===== src/rtl/hdmi_text_pkg.sv =====
// Shared definitions for the HDMI text controller pixel path.
// Holds the default 640x480@60 raster timing, strobe bundle and text geometry.
package hdmi_text_pkg;

   localparam int unsigned DEF_H_ACTIVE = 640;
   localparam int unsigned DEF_H_FP     = 16;
   localparam int unsigned DEF_H_SYNC   = 96;
   localparam int unsigned DEF_H_BP     = 48;

   localparam int unsigned DEF_V_ACTIVE = 480;
   localparam int unsigned DEF_V_FP     = 10;
   localparam int unsigned DEF_V_SYNC   = 2;
   localparam int unsigned DEF_V_BP     = 33;

   localparam int unsigned TEXT_COLS = 80;
   localparam int unsigned TEXT_ROWS = 30;
   localparam int unsigned GLYPH_W   = 8;
   localparam int unsigned GLYPH_H   = 16;

   typedef struct packed {
      logic hs;
      logic vs;
      logic de;
   } vga_timing_t;

   // 11-bit compare so a span ending exactly at 1024 does not wrap
   function automatic logic in_span(
      input logic [10:0] v,
      input logic [10:0] lo,
      input logic [10:0] hi
   );
      return (v >= lo) && (v < hi);
   endfunction

endpackage


===== src/rtl/strobe_delay.sv =====
// N-stage shift line for the raster strobe bundle.
// Every stage resets to the supplied idle value; N=0 is a wire.
module strobe_delay #(
   parameter int unsigned N = 2,
   parameter int unsigned W = 3
) (
   input  logic         clk_i,
   input  logic         rst_ni,
   input  logic [W-1:0] rst_val_i,
   input  logic [W-1:0] d_i,
   output logic [W-1:0] q_o
);

   if (N == 0) begin : g_pass
      logic unused_pass;
      assign unused_pass = ^{clk_i, rst_ni, rst_val_i};
      assign q_o = d_i;
   end else begin : g_sr
      logic [W-1:0] sr_q [N];

      always_ff @(posedge clk_i or negedge rst_ni) begin
         if (!rst_ni) begin
            for (int i = 0; i < int'(N); i++) begin
               sr_q[i] <= rst_val_i;
            end
         end else begin
            sr_q[0] <= d_i;
            for (int i = 1; i < int'(N); i++) begin
               sr_q[i] <= sr_q[i-1];
            end
         end
      end

      assign q_o = sr_q[N-1];
   end

endmodule


===== src/rtl/vga_text_timing.sv =====
// Raster timing generator: drawX/drawY counters, pipelined sync/DE strobes,
// frame-start pulse and blink square wave for the text decoder.
module vga_text_timing
   import hdmi_text_pkg::*;
#(
   parameter int unsigned H_ACTIVE   = DEF_H_ACTIVE,
   parameter int unsigned H_FP       = DEF_H_FP,
   parameter int unsigned H_SYNC     = DEF_H_SYNC,
   parameter int unsigned H_BP       = DEF_H_BP,
   parameter int unsigned V_ACTIVE   = DEF_V_ACTIVE,
   parameter int unsigned V_FP       = DEF_V_FP,
   parameter int unsigned V_SYNC     = DEF_V_SYNC,
   parameter int unsigned V_BP       = DEF_V_BP,
   parameter logic        SYNC_POL   = 1'b0,
   parameter int unsigned PIPE_DLY   = 2,
   parameter int unsigned BLINK_LOG2 = 5
) (
   input  logic       pixel_clk,
   input  logic       aresetn,
   output logic [9:0] drawX,
   output logic [9:0] drawY,
   output logic       hsync,
   output logic       vsync,
   output logic       de,
   output logic       frame_start,
   output logic       blink
);

   localparam int unsigned H_TOTAL = H_ACTIVE + H_FP + H_SYNC + H_BP;
   localparam int unsigned V_TOTAL = V_ACTIVE + V_FP + V_SYNC + V_BP;

   if (H_TOTAL > 1024 || V_TOTAL > 1024) begin : g_bad_total
      $error("vga_text_timing: H_TOTAL/V_TOTAL exceed 10-bit counters");
   end
   if (PIPE_DLY > 4) begin : g_bad_dly
      $error("vga_text_timing: PIPE_DLY out of range 0..4");
   end

   localparam logic [9:0]  H_LAST   = 10'(H_TOTAL - 1);
   localparam logic [9:0]  V_LAST   = 10'(V_TOTAL - 1);
   localparam logic [10:0] H_VIS    = 11'(H_ACTIVE);
   localparam logic [10:0] V_VIS    = 11'(V_ACTIVE);
   localparam logic [10:0] HS_ON    = 11'(H_ACTIVE + H_FP);
   localparam logic [10:0] HS_OFF   = 11'(H_ACTIVE + H_FP + H_SYNC);
   localparam logic [10:0] VS_ON    = 11'(V_ACTIVE + V_FP);
   localparam logic [10:0] VS_OFF   = 11'(V_ACTIVE + V_FP + V_SYNC);

   localparam vga_timing_t IDLE = '{
      hs: ~SYNC_POL,
      vs: ~SYNC_POL,
      de: 1'b0
   };

   logic [9:0] x_q, x_d;
   logic [9:0] y_q, y_d;
   logic       line_end;
   logic       frame_end;

   always_comb begin
      line_end  = (x_q == H_LAST);
      frame_end = line_end && (y_q == V_LAST);
      x_d       = x_q + 10'd1;
      y_d       = y_q;
      if (line_end) begin
         x_d = '0;
         y_d = (y_q == V_LAST) ? '0 : y_q + 10'd1;
      end
   end

   always_ff @(posedge pixel_clk or negedge aresetn) begin
      if (!aresetn) begin
         x_q <= '0;
         y_q <= '0;
      end else begin
         x_q <= x_d;
         y_q <= y_d;
      end
   end

   vga_timing_t strb_d, strb_q, strb_dly;
   logic        hs_raw, vs_raw, vis_raw;

   always_comb begin
      vis_raw   = in_span({1'b0, x_q}, 11'd0, H_VIS) &&
                  in_span({1'b0, y_q}, 11'd0, V_VIS);
      hs_raw    = in_span({1'b0, x_q}, HS_ON, HS_OFF);
      vs_raw    = in_span({1'b0, y_q}, VS_ON, VS_OFF);
      strb_d.hs = hs_raw ? SYNC_POL : ~SYNC_POL;
      strb_d.vs = vs_raw ? SYNC_POL : ~SYNC_POL;
      strb_d.de = vis_raw;
   end

   always_ff @(posedge pixel_clk or negedge aresetn) begin
      if (!aresetn) begin
         strb_q <= IDLE;
      end else begin
         strb_q <= strb_d;
      end
   end

   strobe_delay #(
      .N (PIPE_DLY),
      .W ($bits(vga_timing_t))
   ) u_dly (
      .clk_i     (pixel_clk),
      .rst_ni    (aresetn),
      .rst_val_i (IDLE),
      .d_i       (strb_q),
      .q_o       (strb_dly)
   );

   logic                fs_q, fs_d;
   logic [BLINK_LOG2:0] fcnt_q, fcnt_d;

   always_comb begin
      fs_d   = (x_q == '0) && (y_q == '0);
      fcnt_d = frame_end ? fcnt_q + 1'b1 : fcnt_q;
   end

   always_ff @(posedge pixel_clk or negedge aresetn) begin
      if (!aresetn) begin
         fs_q   <= 1'b0;
         fcnt_q <= '0;
      end else begin
         fs_q   <= fs_d;
         fcnt_q <= fcnt_d;
      end
   end

   assign drawX       = x_q;
   assign drawY       = y_q;
   assign hsync       = strb_dly.hs;
   assign vsync       = strb_dly.vs;
   assign de          = strb_dly.de;
   assign frame_start = fs_q;
   assign blink       = fcnt_q[BLINK_LOG2];

endmodule


===== config.mk =====
export PLATFORM = sky130hd
export DESIGN_NAME = vga_text_timing
export DESIGN_NICKNAME = d
export VERILOG_FILES = /design/src/rtl/hdmi_text_pkg.sv /design/src/rtl/strobe_delay.sv /design/src/rtl/vga_text_timing.sv
export SDC_FILE = /design/constraint.sdc
export NUM_CORES = 1
export LEC_CHECK = 0
export ABC_AREA = 1
export BUFFER_PORTS_ARGS = -buffer_cell sky130_fd_sc_hd__buf_4
export CAP_MARGIN = 20
export CORE_UTILIZATION = 50
export DETAILED_ROUTE_END_ITERATION = 7
export PLACE_DENSITY = 0.71
export SYNTH_ARGS = -nofsm -noshare
export SYNTH_HDL_FRONTEND = slang
export SYNTH_SLANG_ARGS = --single-unit

===== constraint.sdc =====
create_clock -name pixel_clk -period 4 [get_ports pixel_clk]
set_clock_uncertainty 0.1 [all_clocks]
set_input_delay 0 -clock pixel_clk [delete_from_list [all_inputs] [get_ports pixel_clk]]
set_output_delay 0 -clock pixel_clk [all_outputs]
set_load 0.03 [all_outputs]

; After elaboration in Yosys (flattened, before gate mapping)
; Cells that the tools add are included.
[word_totals]
regBits = 36
elab_cells = 31
input_bits = 2
[op_classes]
eq_ne = 2
magnitude_cmp = 6
reduce_logical = 7
add_sub_neg = 3
n_mux = 4
[ops]
columns = op, n
row1 = 10-bit by 1-bit adder with 10-bit output (second input constant), 2
row2 = 10-bit == test (second input constant), 2
row3 = 10-bit logical NOT, 2
row4 = 10-bit < comparator (second input constant), 2
row5 = 10-bit by 9-bit < comparator with 1-bit output (second input constant), 2
row6 = 10-bit two-way mux, 2
row7 = 10-bit greater-or-equal comparator (second input constant), 1
row8 = 10-bit by 9-bit greater-or-equal comparator with 1-bit output (second input constant), 1
row9 = 6-bit by 1-bit adder with 6-bit output (second input constant), 1
row10 = 1-bit logical AND, 5
row11 = 1-bit two-way mux, 2

; Depth between registers and ports, before layout
[depth]
depth_word = 3
depth_mapped = 9
depth_no_buf = 9

; Worst setup path after synthesis
; OpenSTA, ideal clock, no wires.
[synth_timing]
kind = reg-to-reg
start = register x_q[0] (netlist: drawX[0])
end = register fcnt_q[5]
path_stages_with_launch = 9
t_arrival_ns = 1.477
n_path_buf = 0
slack_ns = 2.305
cell_sequence = dfrtp_1 ha_1 nand2_2 nor2_4 nand3_4 nor2_8 inv_2 nand2_1 nand2_1
[synth_via]
elab_chain_cells = 2
[synth_rtl]
columns = item, line
row1 = from (decl), vga_text_timing.sv:54  ; logic [9:0] x_q, x_d;
row2 = from (signal assigned), vga_text_timing.sv:72  ; x_q <= '0;
row3 = from (signal assigned), vga_text_timing.sv:75  ; x_q <= x_d;
row4 = 10-bit == test, vga_text_timing.sv:60  ; line_end = (x_q == H_LAST);
row5 = 1-bit logical AND, vga_text_timing.sv:61  ; frame_end = line_end && (y_q == V_LAST);
row6 = to (signal assigned), vga_text_timing.sv:126  ; fcnt_q <= fcnt_d;
row7 = to (decl), vga_text_timing.sv:113  ; logic [BLINK_LOG2:0] fcnt_q, fcnt_d;
; No other way between the ends.
; A chain may end at the register's enable or synchronous reset.

; Final worst setup path
[layout_timing]
start = register x_q[0] (netlist: drawX[0])
end = register fcnt_q[2]
; The elaborated chain is that of the path after synthesis.

==> out/results.txt <==
Buffers added to address setup during post-CTS repair amount to 0. The area of the core was 0.00344 sq mm. The number of synthesized register bits was 36. The run gives 69.9% as the tightest slew margin relative to the limit.

The flow ran to the end, and the final reports show no timing, DRC or antenna violations. The final period demand of the worst path works out to 1.60 ns. The remaining global-route overflow was 0.

TritonCTS built the clock tree. The terminus of the critical flop-to-flop path was fcnt_q[2]. The number of max-slew violations in the final report came out at 0.

After clock tree synthesis, the clock-pin slew on the worst setup and hold paths is 0.07 ns. The first routing iteration left 84 violations. The quantity of I/O buffers inserted on ports is 26. The first global-routing pass estimated 6.09 mm of wire. The total of warnings raised by yosys was 0; the setup slack on the worst flop-to-flop path was 2.40 ns. Average detailed-routed wire length per instance: 11.0 um. The number of cells on the worst reg-to-reg path is 8. Via count normalized by instance count: 4.81. The element type at the critical path end is a flop.

The CTS root buffer is sky130_fd_sc_hd__clkbuf_8. Total setup violations reported at the end of the flow: 0. The horizontal die dimension is 62.9 um, and the number of different library cells in the post-synthesis netlist is 27.

The setup path with the least slack is of type reg2reg. The synthesized design devotes to its leading area cell type 40.5% of total area. The area added between synthesis and finish was 19.6%; the portion of the clock cycle consumed by the worst path in the final layout was 40.1%. The tools report the fraction of the core area covered by cells at the end of the flow as 64.4%. For this design, the sink count on the clock tree is 36.

Setup repair after global routing left no endpoint under its margin. Post-detailed-route DRC marker count: 0. Pin placement for this block handled 27 I/O pins. The insertion delay of the later-clocked pin in the worst-skew pair came out at 0.29 ns. STA classifies the critical path startpoint as a flop. The share of the yosys chip area belonging to registers was 49.0%; the ratio of total power to cell area was 311 mW/mm^2. Of the cells placed in the final design, the portion with a size suffix greater than 1 is 21.4%.

Summed over all instances, the cell type with the most area after synthesis is sky130_fd_sc_hd__dfrtp_1. The top routing layer in use was met4. For the number of antenna violations at the first check in global routing, the log shows 0. Wire segments on met2 add up to 1.49 mm in the final route. The number of global-route vias before repair was 1393. The logs give 2 for the H-tree depth and 908 sq um for the sequential cell area. In the final timing run, aggregate negative setup slack is 0 ns. The worst endpoint data arrival time came out at 1.69 ns. The run gives 230 as the net count of the mapped netlist. Across the VDD grid, the largest voltage drop is 0.000195 V. For the half-perimeter wire length after placement, the log shows 2.41 mm. The die area came out at 0.00395 sq mm. Summed over all layers, the routed wires come to 3.34 mm.

After synthesis the cells add up to 0.00185 sq mm. Ranked by total cell area, the synthesized netlist is headed by sky130_fd_sc_hd__dfrtp_1 41%, sky130_fd_sc_hd__nand2_1 12%, sky130_fd_sc_hd__dfstp_2 8.5%. Entering global routing, the biggest net connects 37 pins. Once detail routing completed, the nets flagged for antenna violations numbered 0.

Routability-driven placement finished with a final weighted congestion of 0.794. The number of buffers between clock root and the deepest sink is 2. 0 antenna diodes ended up in the layout.

The worst register-to-register path begins at drawX[0]. The worst min-delay path class was in2async. For the total number of nets in the final design, the log shows 263. The logs give 4 for the number of iterations in the first detailed-routing pass and 53.8% for the initial core utilization.

Data on the critical path is required at its endpoint by 4.09 ns. In the synthesized netlist, the number of instances is 223. Along the worst path, the maximum fanout reaches 10. The run gives 0 as the hold violation total from the final report.

The y dimension of the die is 62.9 um. The met1 wire length was 1.66 mm. The run gives 296 as the number of filler cells placed in the layout. The worst-margin pin slew works out to 0.452 ns. The overall via count from detail_route is 1457, and the mean cell area of the mapped netlist is 8.31 sq um.

The tools report the leakage power total as 1.18 nW. In this run the core area contains 21 standard-cell rows. The number of clock buffers added by TritonCTS is 5.

The run gives 805 sq um as the footprint of the multi-input gates. The run gives 0.624 GHz as the upper clock frequency limit. For this run, the total global-route usage over all layers was measured as 20.0%. After detailed routing, the met3 layer carries 133 um of wire. The tool flagged a number of max-cap violations equal to 0.
[cells by family (layout without fill, tap and decap cells)]
| group | after synthesis | in the layout | synth area share, % |
|---|---|---|---|
| xor+xnor | 9 | 9 | 4.25 |
| fa+ha+maj | 5 | 5 | 3.38 |
| compound gates | 14 | 14 | 3.98 |
| simple gates | 124 | 124 | 31.8 |
| flops | 36 | 36 | 49.0 |
| buf+inv | 35 | 69 | 7.56 |
[power breakdown]
part           internal (W)  switching, W   total [W]
combinational    0.00000129    0.00000683  0.00000812
clock              0.000184      0.000133    0.000318
sequential         0.000364             0    0.000364
[placed cells by master (no fill, tap or decap), drive strengths merged]
cell type	instances
nor2	34
buf	26
clkinv	2
or3	1
o21ai	9
dlygate4sd3	1
dfstp	6
nand4	6
xor2	9
bufinv	1
or2	1
nor3	1
nand2	63
a31oi	1
nand3	17
ha	5
a21oi	3
clkinvlp	1
inv	33
clkbuf	5
o21bai	1
dfrtp	30
nor4	1
[state kept, by name, summed over array words and instances (netlist names)]
name             count
drawX               10
drawY               10
fcnt_q               6
strb_q               3
u_dly.g_sr.sr_q      3
u_dly.q_o            3
frame_start          1
[timing repair]
item,in CTS,in global routing
hold buffers,1,0
hold endpoints to repair,36,0
gates resized for setup,0,0
[cells in the mapped netlist]
master and count:
sky130_fd_sc_hd__a21oi_1 3, sky130_fd_sc_hd__o21ai_1 3, sky130_fd_sc_hd__nor3_1 1, sky130_fd_sc_hd__nor2_2 2, sky130_fd_sc_hd__or3_1 1, sky130_fd_sc_hd__nand4_4 1
sky130_fd_sc_hd__nor2_4 3, sky130_fd_sc_hd__nand2_1 60, sky130_fd_sc_hd__nand3_4 1, sky130_fd_sc_hd__inv_2 2, sky130_fd_sc_hd__clkinv_2 1, sky130_fd_sc_hd__inv_1 31
sky130_fd_sc_hd__nor4_1 1, sky130_fd_sc_hd__o21bai_1 1, sky130_fd_sc_hd__nand2_2 3, sky130_fd_sc_hd__nor2_1 28, sky130_fd_sc_hd__xor2_1 9, sky130_fd_sc_hd__nand3_1 16
sky130_fd_sc_hd__or2_2 1, sky130_fd_sc_hd__a31oi_1 1, sky130_fd_sc_hd__dfrtp_1 30, sky130_fd_sc_hd__nor2_8 1, sky130_fd_sc_hd__buf_6 1, sky130_fd_sc_hd__o21ai_0 6
sky130_fd_sc_hd__dfstp_2 6, sky130_fd_sc_hd__ha_1 5, sky130_fd_sc_hd__nand4_1 5
[area by class of cell]
type / count / share of cell area, %
repair buffers: 27 / 9.26
multi-input cells: 152 / 36.3
clock buffers: 5 / 3.11
flip-flops and latches: 36 / 41.0
clock inverters: 3 / 1.92
well taps: 46 / 2.60
inverters: 34 / 5.82
[worst max-delay path by stage]
stage	from	to	slack [ns]	cells past startpoint
5_1_grt	drawX[0]	fcnt_q[5]	2.26	8
2_1_floorplan	drawX[0]	fcnt_q[5]	2.30	8
6_report	drawX[0]	fcnt_q[2]	2.40	8
3_5_place_dp	drawX[0]	fcnt_q[2]	2.41	8
4_1_cts	drawX[0]	fcnt_q[2]	2.39	8
3_3_place_gp	drawX[0]	drawY[9]	2.45	8
[through the flow]
step	std cells	cell area, sq um	hold WS, ns	worst slack [ns]	power (W)
finish	303	2220	0.0949	2.40	0.000690
global route	303	2220	0.141	2.26	0.000714
CTS	303	2220	0.107	2.39	0.000698
detailed placement	294	2090	-0.119	2.41	0.000379
global placement	294	2090	-0.117	2.45	0.000379
floorplan	223	1850	-0.396	2.30	0.000371
[layer usage]
metal,global-route usage (%),up-vias
met5,0,-
met4,8.72,0
met3,4.74,6
met2,30.2,33
met1,27.2,658
li1,-,760
[critical path: stages (launching register included)]
cell and delay (ns):
sky130_fd_sc_hd__dfrtp_1 0.41, sky130_fd_sc_hd__ha_1 0.22, sky130_fd_sc_hd__nand2_2 0.07, sky130_fd_sc_hd__nor2_4 0.15, sky130_fd_sc_hd__nand3_4 0.19, sky130_fd_sc_hd__nor2_8 0.21
sky130_fd_sc_hd__inv_2 0.05, sky130_fd_sc_hd__nand2_1 0.05, sky130_fd_sc_hd__nand2_1 0.04
(Power assumes the default switching activity.)
